<file path="src/rtl/xor_stream_descrambler.sv">
// Additive LFSR stream descrambler with a one-word output register and ready/valid handshake.
// Optional parity checking and error counter are compiled in with `define DESCR_PARITY_EN.
module xor_stream_descrambler #(
   parameter int          N    = 8,
   parameter logic [15:0] SEED = 16'hACE1
) (
   input  logic          clk,
   input  logic          rst,
   input  logic          in_valid,
   output logic          in_ready,
   input  logic [N-1:0]  in_data,
   output logic          out_valid,
   input  logic          out_ready,
   output logic [N-1:0]  out_data,
   input  logic          seed_load,
   input  logic [15:0]   seed_in
`ifdef DESCR_PARITY_EN
   ,
   input  logic          in_parity,
   output logic          out_perr,
   output logic [7:0]    err_count
`endif
);

   logic [15:0]  lfsr_q, lfsr_d, lfsr_adv;
   logic [N-1:0] key;
   logic [N-1:0] descr;
   logic         out_valid_q, out_valid_d;
   logic [N-1:0] out_data_q, out_data_d;
   logic         xfer;

   assign in_ready = !out_valid_q || out_ready;
   assign xfer     = in_valid && in_ready;
   assign descr    = in_data ^ key;

   // Walk the LFSR N steps from the current state; key bit i is S[15] before step i.
   always_comb begin
      logic [15:0] walk;
      key  = '0;
      walk = lfsr_q;
      for (int i = 0; i < N; i++) begin
         key[i] = walk[15];
         walk   = {walk[14:0], walk[15] ^ walk[13] ^ walk[12] ^ walk[10]};
      end
      lfsr_adv = walk;
   end

   // A reload beats the per-word advance; an all-zero seed would lock the LFSR up.
   always_comb begin
      lfsr_d = lfsr_q;
      if (seed_load) begin
         lfsr_d = (seed_in == 16'h0000) ? 16'h0001 : seed_in;
      end else if (xfer) begin
         lfsr_d = lfsr_adv;
      end
   end

   always_comb begin
      out_valid_d = out_valid_q;
      out_data_d  = out_data_q;
      if (xfer) begin
         out_valid_d = 1'b1;
         out_data_d  = descr;
      end else if (out_ready) begin
         out_valid_d = 1'b0;
      end
   end

   always_ff @(posedge clk or posedge rst) begin
      if (rst) begin
         lfsr_q      <= SEED;
         out_valid_q <= 1'b0;
         out_data_q  <= '0;
      end else begin
         lfsr_q      <= lfsr_d;
         out_valid_q <= out_valid_d;
         out_data_q  <= out_data_d;
      end
   end

   assign out_valid = out_valid_q;
   assign out_data  = out_data_q;

`ifdef DESCR_PARITY_EN
   logic       perr_q, perr_d;
   logic [7:0] err_count_q, err_count_d;
   logic       mismatch;

   assign mismatch = (^descr) != in_parity;

   always_comb begin
      perr_d      = perr_q;
      err_count_d = err_count_q;
      if (xfer) begin
         perr_d = mismatch;
         if (mismatch && (err_count_q != 8'hFF)) begin
            err_count_d = err_count_q + 8'd1;
         end
      end
   end

   always_ff @(posedge clk or posedge rst) begin
      if (rst) begin
         perr_q      <= 1'b0;
         err_count_q <= 8'd0;
      end else begin
         perr_q      <= perr_d;
         err_count_q <= err_count_d;
      end
   end

   assign out_perr  = perr_q;
   assign err_count = err_count_q;
`endif

endmodule
</file>
<file path="config.mk">
export PLATFORM = sky130hd
export DESIGN_NAME = xor_stream_descrambler
export DESIGN_NICKNAME = d
export VERILOG_FILES = /design/src/rtl/xor_stream_descrambler.sv
export SDC_FILE = /design/constraint.sdc
export NUM_CORES = 1
export LEC_CHECK = 0
export ABC_CLOCK_PERIOD_IN_PS = 1400
export BUFFER_PORTS_ARGS = -buffer_cell sky130_fd_sc_hd__buf_2
export CORE_MARGIN = 4
export CORE_UTILIZATION = 23
export DETAILED_ROUTE_END_ITERATION = 7
export GPL_ROUTABILITY_DRIVEN = 0
export GPL_TIMING_DRIVEN = 0
export REMOVE_ABC_BUFFERS = 1
export SLEW_MARGIN = 30
export SYNTH_ARGS = -nofsm -noshare
export SYNTH_HDL_FRONTEND = slang
export SYNTH_SLANG_ARGS = --single-unit
</file>
<file path="constraint.sdc">
create_clock -name clk -period 1.4 [get_ports clk]
set_input_delay 0.28 -clock clk [delete_from_list [all_inputs] [get_ports clk]]
set_output_delay 0.28 -clock clk [all_outputs]
set_load 0.05 [all_outputs]
</file>
**After elaboration in Yosys (flattened, before gate mapping)**

Index checks and enable logic that the tools add are counted.

- Mux-type cells: 5
- Bitwise operators: 25
- Reductions and logical operators: 6

Operators by type and width:

| operator | number |
|---|---|
| $mux W16 | 3 |
| $xor A1 B1 Y1 | 24 |
| $logic_not A16 Y1 | 1 |
| $xor A8 B8 Y8 | 1 |
| $reduce_bool A2 Y1 | 2 |
| $mux W1 | 2 |
| $logic_and A1 B1 Y1 | 1 |
| $logic_not A1 Y1 | 1 |
| $logic_or A1 B1 Y1 | 1 |

- Register bits: 25
- Bits of input ports: 29
- Output and inout bits: 10
- Logic and storage cells: 39

**Longest topological paths before layout**

Gate-level depths: netlist of the first run.

- Depth after elaboration: 5
- Mapped depth: 5
- Depth with buffers taken out: 4

**Worst setup path after synthesis of the first run**

OpenSTA, ideal clock, no wires.

- Kind: reg2reg
- From: register out_valid_q (netlist: out_valid)
- To: register lfsr_q[5]
- Setup time: 0.072 ns
- Arrival: 1.514 ns
- Required time: 1.328 ns
- Setup slack: -0.186 ns
- Cell stages (with the launch flop): 6
- Path buffers: 1
- Period minus slack after synthesis: 1.586 ns
- Path through: dfrtp_1 -> nand2b_2 -> buf_2 -> a21oi_1 -> a31o_1 -> o21ai_1

- Word-level cells in the longest chain between the ends: 4

Ends and longest elaborated chain:

| what | line | text |
|---|---|---|
| start, declared | 28 | `logic out_valid_q, out_valid_d;` |
| start signal, assigned | 76 | `out_valid_q <= out_valid_d;` |
| $logic_not A1 Y1 | 32 | `assign in_ready = !out_valid_q \|\| out_ready;` |
| $logic_or A1 B1 Y1 | 32 |  |
| via in_ready | 10 | `output logic in_ready,` |
| $logic_and A1 B1 Y1 | 33 | `assign xfer = in_valid && in_ready;` |
| $reduce_bool A2 Y1 (no source line) | n/a |  |
| end signal, assigned | 75 | `lfsr_q <= lfsr_d;` |
| end, declared | 25 | `logic [15:0] lfsr_q, lfsr_d, lfsr_adv;` |

The timed path passes the listed nets, and every way through them passes these cells.
A chain may end at the register's enable or synchronous reset.

**Worst setup path in the final report of the first run**

- From: register out_valid_q (netlist: out_valid)
- To: output port in_ready

- Word-level cells in the longest chain between the ends: 2

Ends and longest elaborated chain:

| what | line |
|---|---|
| $logic_not A1 Y1 | 32 |
| $logic_or A1 B1 Y1 | 32 |
| end, declared | 10 |

Every way passes these cells.

==> results of run 1 <==
state kept, by name (all words and copies together), names as in the netlist:
signal / flops
lfsr_q: 16
out_data: 8
out_valid: 1
final cells by class:
| cell class | instances | share of cell area |
|---|---|---|
| Multi-Input combinational cell | 102 | 0.430 |
| Inverter | 1 | 0.00220 |
| Timing Repair Buffer | 38 | 0.113 |
| Clock inverter | 1 | 0.00294 |
| Clock buffer | 3 | 0.0242 |
| Sequential cell | 25 | 0.373 |
| Tap cell | 75 | 0.0551 |
where the power goes:
group / switching (mW) / internal, mW
Clock: 0.230 / 0.199
Combinational: 0.446 / 0.331
Sequential: 0.112 / 0.859
Total: 0.787 / 1.39
worst paths after layout:
path	to	slack, ns	depth (start not counted)
setup / recovery	in_ready	0.04	2
min in group clk	lfsr_q[13]	0.21	3
max in group asynchronous	lfsr_q[15]	0.99	2
setup reg to reg	lfsr_q[4]	0.12	4
hold reg to reg	out_data[4]	0.49	2
hold / removal	out_data[5]	0.03	2
Yosys cell counts:
library cell / number / area, µm²
a21oi_1: 4 / 20.0
nor3_1: 1 / 5.00
nand2_1: 24 / 90.1
a41o_1: 1 / 10.0
nand2b_1: 1 / 6.26
dfrtp_1: 17 / 425
dfstp_2: 8 / 210
buf_2: 3 / 15.0
mux2i_1: 12 / 120
xor2_2: 2 / 32.5
clkbuf_1: 3 / 11.3
nand2b_2: 1 / 8.76
buf_4: 1 / 7.51
nand2_8: 1 / 20.0
o21ai_0: 1 / 5.00
xnor2_2: 4 / 65.1
o21ai_1: 23 / 115
xnor2_1: 20 / 175
inv_1: 1 / 3.75
nor4_1: 3 / 18.8
a31o_1: 4 / 35.0
routing by layer:
metal	share of wire	up-vias	wire, µm
met5	0	-	0
met4	0.0080	0	25
met3	0.081	2	256
met2	0.49	26	1550
met1	0.42	471	1320
li1	-	526	-
cell usage in the layout, fill, tap and decap left out:
cell type  synthesis  routed
mux2i_1           12      12
nor3_1             1       1
nand2b_4           0       1
nor4_1             3       3
nand2_8            1       1
buf_4              1       1
dfstp_2            8       8
clkinv_2           0       1
xnor2_1           20      20
xor2_2             2       2
inv_2              0       1
nand2_1           24      24
a31o_1             4       4
o21ai_0            1       1
a41o_1             1       1
dfrtp_1           17      17
a21oi_1            4       4
o21ai_1           23      23
xnor2_2            4       4
nand2b_1           1       1
buf_2              3      37
clkbuf_8           0       3
cell families after synthesis:
logic type                synth area share
muxes                               0.0858
and+or+nand+nor                      0.106
buffers and inverters               0.0268
xor gates and xnor gates             0.195
AOI/OAI and AO/OA                    0.132
DFF                                  0.454
==> reports/results.ini, run 1 <==
[grt]
grt_pass1_vias=1028
grt_usage=0.0894
use_met3=0.0327
overflow=0
top_usage_layer=met2
grt_pass1_wl_mm=5.21
grt_max_degree=33
groute.layer.met2.usage=0.146
antenna_found_initial=0
use_met1=0.112

[pwr]
power.density_mw_per_mm2=1280
vdd_drop_max_uv=430
leakagePower_nw=0.767
finalPower_mw=2.18

[synthesis]
synthDistinctLibCells=21
avgSynthCellArea_um2=10.4
syn_inst=135
ys_seq_area_frac=0.454
synth_warnings=0
synth_seq_cells=25
synth.cell_area_mm2=0.00140

[clock_network]
cts_tree=yes
clock_sinks=25
cts_hold_buf=0
post_cts_buffers=0
numCtsBuffers=3
cts-resized-gates=2
clock_path_buffers=2
clkLatencyLatePin_ns=0.27
ctsRootBufferMaster=clkbuf_8
path_clk_slew_ns=0.09
h-tree-depth=1

[job]
max_cap_viol_count=0

[sta]
period_needed_ns=1.36
max_freq_mhz=734
final_hold_viol_count=0
rsz0062_at_grt=false
worstMarginPinSlew_ns=0.529
slew_headroom=0.647
fin_tns_setup_ns=0
drv_slew=0
post-route-period-util=0.973
holdWs_ns=0.0345
finalSetupViolCount=0
fin_ws_ns=0.0373
finClkSkew_ns=0.00518

[final_layout]
fill_cells=630
final_area_mm2=0.00170
postLayoutCoreUtil=0.288
multiInputGateArea_um2=732
regArea_um2=636
final_cell_count_no_fill=245
drive_gt1_frac=0.347
layout.nets=200
antennaDiodeCount=0
syn2layout_area_growth_pct=21.7

[placement]
dpl.hpwl_mm=2.45
numPortBuffers=38
placed_area_mm2=0.00165
dp_cells=241
post-place-ws_ns=-0.0134

[setup_path]
r2r-start=lfsr_q[10]
crit_fanout=11
worst-path-buf-inv=1
critPathArrivalTime_ns=1.08
cp-end-kind=output port
critPathRequiredTime_ns=1.12
path_cells=nand2b_4, buf_4
critical-path-max-stage-delay_ns=0.41
critPathLaunchType=flip-flop
path_class=flip-flop to output port
crit_start=out_valid
path_delay_family=flip-flops
crit_slowest_cell=dfrtp_1

[floorplan]
pin_count=39
rows=28
die_h_um=86.0
initial_core_util=0.236
fp.dieW_um=86.0
die-area_mm2=0.00740
core_region_area_mm2=0.00592

[drt]
dr.pass1.iters=4
drc_errors=0
vias=1025
ant_nets=0
wire_per_inst_um=12.8
drt_wl_total_mm=3.14
post_drt_via_cell_ratio=4.18
drt_iter0_markers=80

[min_path]
hold_class=primary input to asynchronous set/reset pin

[run_status]
status=complete, no violations

No activity file was read; power rests on OpenSTA's default activity.
==> run 2, diff against run 1 <==
- RECOVER_POWER: unset -> 25
- SLEW_MARGIN: 30 -> 0
==> reports/results.ini, run 2 (same netlist as run 1, synthesis figures left out) <==
[run_status]
status=complete, no violations

[final_layout]
largest_reg_flops=16  ; unchanged
layout_commonest_cell=buf_2
final_cell_count_no_fill=245  ; unchanged
drive_gt1_frac=0.341  ; -0.00588
antennaDiodeCount=0  ; unchanged
syn2layout_area_growth_pct=21.7  ; unchanged
final_area_mm2=0.00170  ; unchanged
top_register=lfsr_q
most-common-layout-cells=buf_2, nand2_1, o21ai_1
layout.nets=200  ; unchanged

[setup_path]
r2r-start=lfsr_q[10]
critPathLaunchType=flip-flop
crit_slowest_cell=dfrtp_1
critical-path-max-stage-delay_ns=0.41  ; about the same
path_class=flip-flop to output port
reg2reg_slack_ns=0.12  ; about the same
worst-path-buf-inv=1  ; unchanged
cp-end-kind=output port
path_cells=nand2b_4, buf_4
critPathRequiredTime_ns=1.12  ; about the same
crit_fanout=11  ; unchanged
path_delay_family=flip-flops
rr_endpoint=lfsr_q[4]
critPathArrivalTime_ns=1.08  ; about the same
reg2regPathDepth=4  ; unchanged

[sta]
drv_slew=0  ; unchanged
fin_ws_ns=0.0373  ; unchanged
max_freq_mhz=734  ; unchanged
period_needed_ns=1.36  ; unchanged
finalSetupViolCount=0  ; unchanged
slew_headroom=0.363  ; -0.284
rsz0062_at_grt=false
holdWs_ns=0.208  ; +0.174 ns
finClkSkew_ns=0.00518  ; unchanged
post-route-period-util=0.973  ; unchanged
final_hold_viol_count=0  ; unchanged
worstMarginPinSlew_ns=0.955  ; +0.426 ns

[drt]
vias=1025  ; unchanged
drt_wl_total_mm=3.14  ; unchanged
drt_iter0_markers=80  ; unchanged
drc_errors=0  ; unchanged
ant_nets=0  ; unchanged
dr.pass1.iters=4  ; unchanged
post_drt_via_cell_ratio=4.18  ; unchanged
wire_per_inst_um=12.8  ; unchanged

[pwr]
finalPower_mw=2.18  ; about the same
leakagePower_nw=0.768  ; +0.14%
vdd_drop_max_uv=430  ; about the same
power.density_mw_per_mm2=1280  ; about the same

[floorplan]
pin_count=39  ; unchanged
die-area_mm2=0.00740  ; unchanged
fp.dieW_um=86.0  ; unchanged
core_region_area_mm2=0.00592  ; unchanged
initial_core_util=0.236  ; unchanged
die_h_um=86.0  ; unchanged
rows=28  ; unchanged

[clock_network]
clkLatencyLatePin_ns=0.27  ; about the same
cts_tree=yes
ctsRootBufferMaster=clkbuf_8
numCtsBuffers=3  ; unchanged
clock_path_buffers=2  ; unchanged
h-tree-depth=1  ; unchanged
path_clk_slew_ns=0.09  ; about the same
post_cts_buffers=0  ; unchanged
clock_sinks=25  ; unchanged

[placement]
numPortBuffers=38  ; unchanged
dp_cells=241  ; unchanged
post-place-ws_ns=-0.0134  ; unchanged
dpl.hpwl_mm=2.45  ; unchanged
placed_area_mm2=0.00165  ; unchanged

[grt]
grt_max_degree=33  ; unchanged
antenna_found_initial=0  ; unchanged
grt_pass1_wl_mm=5.21  ; unchanged
overflow=0  ; unchanged
grt_pass1_vias=1028  ; unchanged
grt_usage=0.0894  ; unchanged

[min_path]
hold_class=primary input to asynchronous set/reset pin

[job]
max_cap_viol_count=0  ; unchanged

## run 2: cell counts in the layout (fill, tap and decap cells not counted)
No cell type changed its count.
## run 2: area by class of cell
cell class | instances | area (µm²)
inverter | 1 | 3.75
timing repair buffer | 38 | 193
multi-input combinational | 102 | 732
fill | 630 | 4220
clock inverter | 1 | 5.00
tap | 75 | 93.8
sequential | 25 | 636
clock buffer | 3 | 41.3
## run 2: worst max-delay path by stage
stage	slack, ns	startpoint	to	depth (start not counted)
after global placement	0.01	out_ready	lfsr_q[14]	5
after detailed placement	-0.01	out_ready	lfsr_q[1]	5
after global routing	0.01	out_valid	in_ready	2
after CTS	0.02	out_valid	in_ready	2
final	0.04	out_valid	in_ready	2
after floorplan	-0.31	out_valid	lfsr_q[9]	4
## run 2: per-layer routing
layer | up-vias | share of wire | global-route usage
met5 | - | 0 | 0
met4 | 0 | 0.0080 | 0.0216
met3 | 2 | 0.081 | 0.0327
met2 | 26 | 0.49 | 0.146
met1 | 471 | 0.42 | 0.112
li1 | 526 | - | -
## run 2: stage by stage
step	TNS (ns)	util
finish	0	0.288
global route	0	0.288
CTS	0	0.288
detailed placement	-0.0453	0.279
global placement	0	0.279
floorplan	-5.22	-
## run 2: report_power, final
part           switching [mW]  leakage, nW  internal (mW)  total, mW
Sequential              0.112        0.290          0.859      0.970
Clock                   0.230       0.0255          0.199      0.429
Combinational           0.446        0.453          0.331      0.776
## run 2: worst register-to-register path: stages (launching register included)
cell,delay [ns]
dfstp_2,0.62
xnor2_2,0.17
xnor2_1,0.11
a31o_1,0.22
o21ai_1,0.10
## run 2: what timing repair did
action / in CTS / in global routing
endpoints found under the setup margin: 1 / 0
hold buffers: 0 / 0
resized for setup: 2 / 0
==> run 3, diff against run 2 <==
- ABC_AREA: unset -> 1
==> reports/results.ini, run 3 <==
[floorplan]
fp.dieW_um=90.9  ; +5.6%
die-area_mm2=0.00825  ; +12%
initial_core_util=0.243  ; +0.00664
pin_count=39  ; unchanged
die_h_um=90.9  ; +5.6%
rows=29  ; +3.6%
core_region_area_mm2=0.00649  ; +9.7%

[synthesis]
synth-simple-area-share=0.354  ; +0.248
synth_common_cells=nand2_1, nor2_1, dfrtp_1
yosys-top-cells-area=nand2_1, dfrtp_1, dfstp_2
synth_top_cell_by_area=nand2_1
syn_inst=228  ; +69%
synthArstFlopShare=1.00  ; unchanged
synth_top_family_by_area=simple AND/OR/NAND/NOR gates
synth_ff_type=dfrtp_1
synth_edf_count=0  ; unchanged
synthXorXnorAreaFrac=0.0713  ; -0.124
yosysTopAreaCellShare=0.271  ; -0.0328
synth_seq_cells=25  ; unchanged
synthAdderAreaFrac=0  ; unchanged
avgSynthCellArea_um2=6.93  ; -33%
synth_warnings=0  ; unchanged
synthMuxAreaShare=0  ; -0.0858
synth.cell_area_mm2=0.00158  ; +13%
synth_compound_area_frac=0.101  ; -0.0308
ys_seq_area_frac=0.403  ; -0.0514
synthMostInstantiatedCell=nand2_1
synthDistinctLibCells=22  ; +4.8%

[grt]
antenna_found_initial=0  ; unchanged
grt_max_degree=26  ; -21%
groute.layer.met2.usage=0.161  ; +0.0155
grt_pass1_vias=1422  ; +38%
use_met3=0.0333  ; +0.000672
top_usage_layer=met2
grt_pass1_wl_mm=6.80  ; +30%
grt_usage=0.104  ; +0.0144
overflow=0  ; unchanged
use_met1=0.139  ; +0.0273

[clock_network]
post_cts_buffers=0  ; unchanged
h-tree-depth=1  ; unchanged
cts_tree=yes
clkLatencyLatePin_ns=0.27  ; about the same
path_clk_slew_ns=0.09  ; about the same
ctsRootBufferMaster=clkbuf_8
clock_path_buffers=2  ; unchanged
cts_hold_buf=0  ; unchanged
clock_sinks=25  ; unchanged
numCtsBuffers=3  ; unchanged

[setup_path]
critPathRequiredTime_ns=1.12  ; about the same
path_class=flip-flop to output port
critPathArrivalTime_ns=1.03  ; -0.05 ns
r2r-start=out_valid
reg2reg_slack_ns=0.14  ; +0.02 ns
endpoint=in_ready
crit_start=out_valid
reg2regPathDepth=6  ; +2
critPathLaunchType=flip-flop
cp-end-kind=output port
rr_endpoint=lfsr_q[1]
crit_fanout=3  ; -8

[placement]
numPortBuffers=38  ; unchanged
post-place-ws_ns=-0.281  ; -0.267 ns
dpl.hpwl_mm=3.13  ; +28%
placed_area_mm2=0.00182  ; +10%

[drt]
dr.pass1.iters=6  ; +2
drt_iter0_markers=80  ; unchanged
post_drt_via_cell_ratio=4.33  ; +3.6%
drt_wl_total_mm=4.05  ; +29%
ant_nets=0  ; unchanged
drc_errors=0  ; unchanged
wire_per_inst_um=11.9  ; -7.1%
vias=1473  ; +44%

[pwr]
leakagePower_nw=0.988  ; +29%
power.density_mw_per_mm2=1220  ; -4.6%
vdd_drop_max_uv=356  ; -17%

[final_layout]
layout.nets=293  ; +47%
multiInputGateArea_um2=862  ; +18%
postLayoutCoreUtil=0.293  ; +0.00518
syn2layout_area_growth_pct=20.5
regArea_um2=636  ; unchanged
layout_commonest_cell=nand2_1
largest_reg_flops=16  ; unchanged
top_register=lfsr_q
drive_gt1_frac=0.262  ; -0.0788
antennaDiodeCount=0  ; unchanged
most-common-layout-cells=nand2_1, buf_2, nor2_1
final_area_mm2=0.00190  ; +12%
fill_cells=712  ; +13%

[sta]
finClkSkew_ns=0.00236  ; -0.00282 ns
slew_headroom=0.357  ; -0.00521
max_freq_mhz=763  ; +4.0%
fin_tns_setup_ns=0  ; unchanged
holdWs_ns=0.212  ; +0.00379 ns
final_hold_viol_count=0  ; unchanged
rsz0062_at_grt=false
period_needed_ns=1.31  ; -0.0527 ns
worstMarginPinSlew_ns=0.963  ; +0.00781 ns
finalSetupViolCount=0  ; unchanged
post-route-period-util=0.936  ; -0.0376
fin_ws_ns=0.0899  ; +0.0527 ns
drv_slew=0  ; unchanged

[min_path]
hold_class=primary input to asynchronous set/reset pin

[run_status]
status=complete, no violations

[job]
max_cap_viol_count=0  ; unchanged

run 3: report_power, final:
part / internal (mW) / leakage (nW) / switching (mW)
Combinational: 0.293 / 0.673 / 0.579
Sequential: 0.877 / 0.289 / 0.133
Clock: 0.200 / 0.0255 / 0.237
run 3: worst max-delay path, cell delays in order, from the launching register on:
cell	delay (ns)
dfrtp_1	0.39
nand2_2	0.14
buf_4	0.22
run 3: cell families after synthesis:
| logic type | after synthesis |
|---|---|
| compound gates | 22 |
| flops | 25 |
| xor+xnor | 12 |
| simple gates | 144 |
| buf+inv | 25 |
run 3: cell type report:
| cell class | instances | share of cell area |
|---|---|---|
| Clock buffer | 3 | 0.0217 |
| Tap cell | 77 | 0.0506 |
| Inverter | 18 | 0.0368 |
| Sequential cell | 25 | 0.334 |
| Multi-Input combinational cell | 178 | 0.453 |
| Clock inverter | 1 | 0.00263 |
| Timing Repair Buffer | 38 | 0.101 |
run 3: metal layers:
| metal | vias up | share of wire |
|---|---|---|
| met5 | - | 0 |
| met4 | 0 | 0.010 |
| met3 | 4 | 0.069 |
| met2 | 39 | 0.43 |
| met1 | 652 | 0.49 |
| li1 | 778 | - |
run 3: through the flow:
step | total power, mW | std cells
after floorplan | 1.65 | 221
after global placement | 1.87 | 336
after detailed placement | 1.88 | 336
after CTS | 2.34 | 340
after global routing | 2.51 | 340
final | 2.32 | 340
run 3: what timing repair did:
| action | 4_1_cts | 5_1_grt |
|---|---|---|
| gates resized for setup | 3 | 6 |
| setup endpoints to repair | 16 | 15 |
| pin swaps | 0 | 1 |
run 3: how the worst min path moves through the flow:
stage / to / slack, ns / cells past startpoint
final: out_data[2] / 0.21 / 2
after floorplan: lfsr_q[12] / 0.30 / 1
after global placement: lfsr_q[0] / 0.46 / 2
after global routing: lfsr_q[15] / 0.22 / 3
after CTS: lfsr_q[15] / 0.22 / 3
after detailed placement: lfsr_q[0] / 0.46 / 2
